<file path="config.mk">
export PLATFORM = sky130hd
export DESIGN_NAME = tc_serial_ctrl
export DESIGN_NICKNAME = d
export VERILOG_FILES = /design/src/rtl/tc_serial_ctrl_pkg.sv /design/src/rtl/tc_byte_stage.sv /design/src/rtl/tc_serial_ctrl.sv
export SDC_FILE = /design/constraint.sdc
export NUM_CORES = 1
export LEC_CHECK = 0
export BUFFER_PORTS_ARGS = -buffer_cell sky130_fd_sc_hd__buf_2
export CORE_MARGIN = 2
export CORE_UTILIZATION = 30
export CTS_BUF_LIST = sky130_fd_sc_hd__clkbuf_16
export DETAILED_ROUTE_END_ITERATION = 6
export GPL_TIMING_DRIVEN = 0
export MAX_ROUTING_LAYER = met4
export PLACE_DENSITY_LB_ADDON = 0.3
export SYNTH_ARGS = -nofsm -noshare
export SYNTH_HDL_FRONTEND = slang
export SYNTH_SLANG_ARGS = --single-unit
</file>
<file path="constraint.sdc">
create_clock -name clk -period 3.09 [get_ports clk]
set_input_delay 0.4635 -clock clk [delete_from_list [all_inputs] [get_ports clk]]
set_output_delay 0.4635 -clock clk [all_outputs]
set_load 0.01 [all_outputs]
</file>
<file path="src/rtl/tc_serial_ctrl_pkg.sv">
// rtl/tc_serial_ctrl_pkg.sv - shared state encodings, byte width and index sizing for the serial negator
package tc_serial_ctrl_pkg;

    localparam int TC_BYTE_W = 8;

    typedef enum logic [1:0] {
        TC_IDLE = 2'd0,
        TC_RUN  = 2'd1,
        TC_DONE = 2'd2
    } tc_state_e;

    // Byte index needs at least one bit even for a single-byte operand.
    function automatic int tc_idx_width(input int nbytes);
        return (nbytes > 1) ? $clog2(nbytes) : 1;
    endfunction

endpackage

</file>
<file path="src/rtl/tc_byte_stage.sv">
// rtl/tc_byte_stage.sv - combinational 8-bit invert-plus-carry stage (NOT8 feeding a half-adder chain)
module tc_byte_stage
    import tc_serial_ctrl_pkg::*;
(
    input  logic [TC_BYTE_W-1:0] b,
    input  logic                 cin,
    output logic [TC_BYTE_W-1:0] out,
    output logic                 cout
);

    logic [TC_BYTE_W-1:0] nb;
    logic [TC_BYTE_W:0]   c;

    assign nb   = ~b;
    assign c[0] = cin;

    for (genvar i = 0; i < TC_BYTE_W; i++) begin : g_ha
        assign out[i]  = nb[i] ^ c[i];
        assign c[i+1]  = nb[i] & c[i];
    end

    assign cout = c[TC_BYTE_W];

endmodule

</file>
<file path="src/rtl/tc_serial_ctrl.sv">
// rtl/tc_serial_ctrl.sv - byte-serial two's-complement negation controller; optional TC_OVF_EN adds ovf
module tc_serial_ctrl
    import tc_serial_ctrl_pkg::*;
#(
    parameter int NBYTES = 4
) (
    input  logic                        clk,
    input  logic                        rst,
    input  logic                        start,
    input  logic [TC_BYTE_W*NBYTES-1:0] operand,
    output logic                        busy,
    output logic                        done,
`ifdef TC_OVF_EN
    output logic                        ovf,
`endif
    output logic [TC_BYTE_W*NBYTES-1:0] result
);

    localparam int W     = TC_BYTE_W * NBYTES;
    localparam int IDX_W = tc_idx_width(NBYTES);
    localparam logic [IDX_W-1:0] LAST_IDX = IDX_W'(NBYTES - 1);

    tc_state_e            state_q, state_d;
    logic [IDX_W-1:0]     idx_q;
    logic [W-1:0]         sreg_q;
    logic                 carry_q;
    logic [W-1:0]         result_q;
    logic [TC_BYTE_W-1:0] stage_out;
    logic                 stage_cout;
    logic                 last_byte;
    logic                 accept;

    assign last_byte = (idx_q == LAST_IDX);
    assign accept    = start && (state_q == TC_IDLE || state_q == TC_DONE);

    tc_byte_stage u_stage (
        .b    (sreg_q[TC_BYTE_W-1:0]),
        .cin  (carry_q),
        .out  (stage_out),
        .cout (stage_cout)
    );

    always_ff @(posedge clk) begin
        if (rst) begin
            state_q <= TC_IDLE;
        end else begin
            state_q <= state_d;
        end
    end

    always_comb begin
        state_d = state_q;
        case (state_q)
            TC_IDLE: if (start) state_d = TC_RUN;
            TC_RUN:  if (last_byte) state_d = TC_DONE;
            TC_DONE: state_d = start ? TC_RUN : TC_IDLE;
            default: state_d = TC_IDLE;
        endcase
    end

    always_comb begin
        busy = (state_q == TC_RUN);
        done = (state_q == TC_DONE);
    end

    // The current byte always sits in the low lane of the shift register.
    always_ff @(posedge clk) begin
        if (rst) begin
            sreg_q   <= '0;
            idx_q    <= '0;
            carry_q  <= 1'b1;
            result_q <= '0;
        end else if (accept) begin
            sreg_q  <= operand;
            idx_q   <= '0;
            carry_q <= 1'b1;
        end else if (state_q == TC_RUN) begin
            sreg_q <= sreg_q >> TC_BYTE_W;
            result_q[idx_q*TC_BYTE_W +: TC_BYTE_W] <= stage_out;
            carry_q <= stage_cout;
            if (!last_byte) idx_q <= idx_q + 1'b1;
        end
    end

    assign result = result_q;

`ifdef TC_OVF_EN
    logic ovf_q;

    // Most-negative input: MSB byte 0x80 with all lower bytes zero (carry still set).
    always_ff @(posedge clk) begin
        if (rst || accept) begin
            ovf_q <= 1'b0;
        end else if (state_q == TC_RUN && last_byte && carry_q
                     && sreg_q[TC_BYTE_W-1:0] == 8'h80) begin
            ovf_q <= 1'b1;
        end
    end

    assign ovf = ovf_q;
`endif

endmodule

</file>
==> impl_metrics.yaml <==
status:
  status: "finished, final reports clean"
global_route:
  grt_pass1_wl_mm: 12.1
  grt_antenna_before_repair: 0
  grt_pass1_vias: 2387
  grt_use_total: 0.162
  grt_max_degree: 13
  grt_overflow_total: 0
job:
  maxCapViolations: 0
route:
  ant_nets: 0
  dr_total_vias: 2358
  vias_per_cell: 4.91
  post_drt_wl_per_cell_um: 15.3
  dr.pass1.iters: 4
  routed_wl_mm: 7.32
  drc: 0
  drtIter0Drc: 115
clock_network:
  clk_latency_ns: 0.33
  clock-root-buffer: "clkbuf_16"
  cts_tree: "yes"
  cts_max_path_buffers: 2
  post_cts_buffers: 0
  cts-resized-gates: 0
  path_clk_slew_ns: 0.06
  cts_buffers: 9
  htreeDepth: 3
  cts_sinks: 69
  hold_buffers: 0
timing:
  slew_violations: 0
  fmax_ghz: 0.400
  finalHoldViolations: 0
  slew-limit-headroom: 0.488
  postLayoutSetupSlackWorst_ns: 0.588
  finClkSkew_ns: 0.00394
  finalSetupViolCount: 0
  rsz0062_at_grt: "no"
  min_period_ns: 2.50
  worst_pin_slew_ns: 0.762
  min_period_over_period: 0.810
  tns_ns: 0
setup_path:
  criticalPathCategory: "reg2reg"
  arrival_ns: 2.78
  end_kind: "register"
  r2r_slack_ns: 0.59
  path_delay_family: "adder cells"
  critPathLaunchType: "register"
  slowest_stage: "dfxtp_1"
  reg2reg_depth: 11
  path_cells: "inv_1, ha_1, ha_1, ha_1, ha_1, ha_1, ha_1, ha_1, ha_1, nor2b_1, a22o_1"
  cp_num_buf_inv: 1
  rr_endpoint: "result[31]"
  cp.required_ns: 3.37
  crit_top_cell: "ha_1"
  critical_path.max_fanout: 4
  slowest_delay_ns: 0.33
  r2r_start: "sreg_q[0]"
die:
  rows: 35
  core_area_um2: 9150
  io_pins: 69
  start_util: 0.307
  die_w_um: 101
  die_y_um: 101
  die_area_um2: 10200
layout:
  layout-drive-gt1-share: 0.279
  fillers: 907
  utilization: 0.399
  final_common_cell: "buf_2"
  nets: 413
  area.growth.synth_to_final_pct: 29.9
  mostFrequentLayoutCells: "76 x buf_2, 69 x dfxtp_1, 32 x a22o_1"
  n_antenna_cell: 0
hold_path:
  min_path_cells: 3
  min_to: "sreg_q[25]"
  hold_path.class: "in2reg"
  hold_start: "operand[25]"
pwr:
  power.leakage_nw: 1.58
  p_per_area_nw_per_um2: 680
  vdd_drop_max_uv: 276
  p_total_mw: 2.48
synthesis:
  synth-seq-cells: 69
  syn_area_um2: 2810
  syn_nets: 334
  yosysWarningCount: 0
  syn_avg_cell_area_um2: 9.86
  synth_edf_count: 0
  synth_cell_type_count: 30
  ys_async_sr_fraction: 0
  ys_seq_area_frac: 0.492
  synth_flop_cell: "dfxtp_1"
  synthCells: 285
place:
  place_hpwl_mm: 5.27
  port_buffers: 68
  pre_cts_ws_ns: 0.571
  globalplace.congestion: 0.838
kinds of logic after synthesis:
group / synth area share
compound gates: 0.220
xor+xnor: 0.00312
fa+ha+maj: 0.0623
buf+inv: 0.0494
flops: 0.492
mux: 0.00356
simple gates: 0.170
state kept, by name (all words and copies together), names as in the netlist:
signal,flops
idx_q,2
sreg_q,32
carry_q,1
state_q,2
result,32
cells in the mapped netlist, types with 2 or more instances:
cell | n | share of area
dfxtp_1 | 69 | 0.49
a22o_1 | 32 | 0.10
nand2_1 | 29 | 0.039
a21oi_1 | 26 | 0.046
nand3_1 | 25 | 0.045
a22oi_1 | 16 | 0.043
ha_1 | 14 | 0.062
nor2_1 | 11 | 0.015
inv_1 | 10 | 0.013
a311oi_1 | 8 | 0.025
buf_2 | 8 | 0.014
nor2b_1 | 8 | 0.018
clkbuf_1 | 6 | 0.0080
a21oi_2 | 2 | 0.0062
and2b_1 | 2 | 0.0053
buf_4 | 2 | 0.0053
nand2b_1 | 2 | 0.0045
nor3_1 | 2 | 0.0036
nor4b_4 | 2 | 0.017
layout make-up:
type | instances | area [um^2] | share of cell area
sequential | 69 | 1380 | 0.378
inverter | 11 | 41.3 | 0.0113
timing repair buffer | 68 | 340 | 0.0932
tap | 111 | 139 | 0.0380
multi-input combinational | 186 | 1290 | 0.353
buffer | 19 | 97.6 | 0.0267
clock buffer | 9 | 225 | 0.0617
clock inverter | 7 | 136 | 0.0374
through the flow:
step           hold WS, ns  instance area, um^2  instances
4_1_cts              0.361                 3650        480
2_1_floorplan        0.443                 2810        285
6_report             0.366                 3650        480
3_5_place_dp         0.455                 3290        464
5_1_grt              0.366                 3650        480
3_3_place_gp         0.456                 3290        464
where the power goes:
part	leakage, nW	switching (mW)	internal (mW)	total (mW)
Combinational	0.842	0.164	0.107	0.271
Clock	0.175	0.387	0.867	1.25
Sequential	0.563	0.0255	0.933	0.959
worst min-delay path: stages:
cell     delay, ns
buf_2         0.10
nand2_1       0.04
a21oi_1       0.05
how the worst max path moves through the flow:
| stage | startpoint | end | slack (ns) | depth (start not counted) |
|---|---|---|---|---|
| after floorplan | sreg_q[0] | result[7] | 0.80 | 11 |
| after global placement | sreg_q[0] | result[23] | 0.60 | 11 |
| after detailed placement | sreg_q[0] | result[31] | 0.57 | 11 |
| after CTS | sreg_q[0] | result[31] | 0.55 | 11 |
| after global routing | sreg_q[0] | result[31] | 0.41 | 11 |
| final | sreg_q[0] | result[31] | 0.59 | 11 |
per-layer routing:
layer  part of all wire  track usage
met4              0.024       0.0769
met3              0.037       0.0361
met1               0.47        0.207
met5                  0            -
met2               0.47        0.242
(Power assumes the default switching activity.)
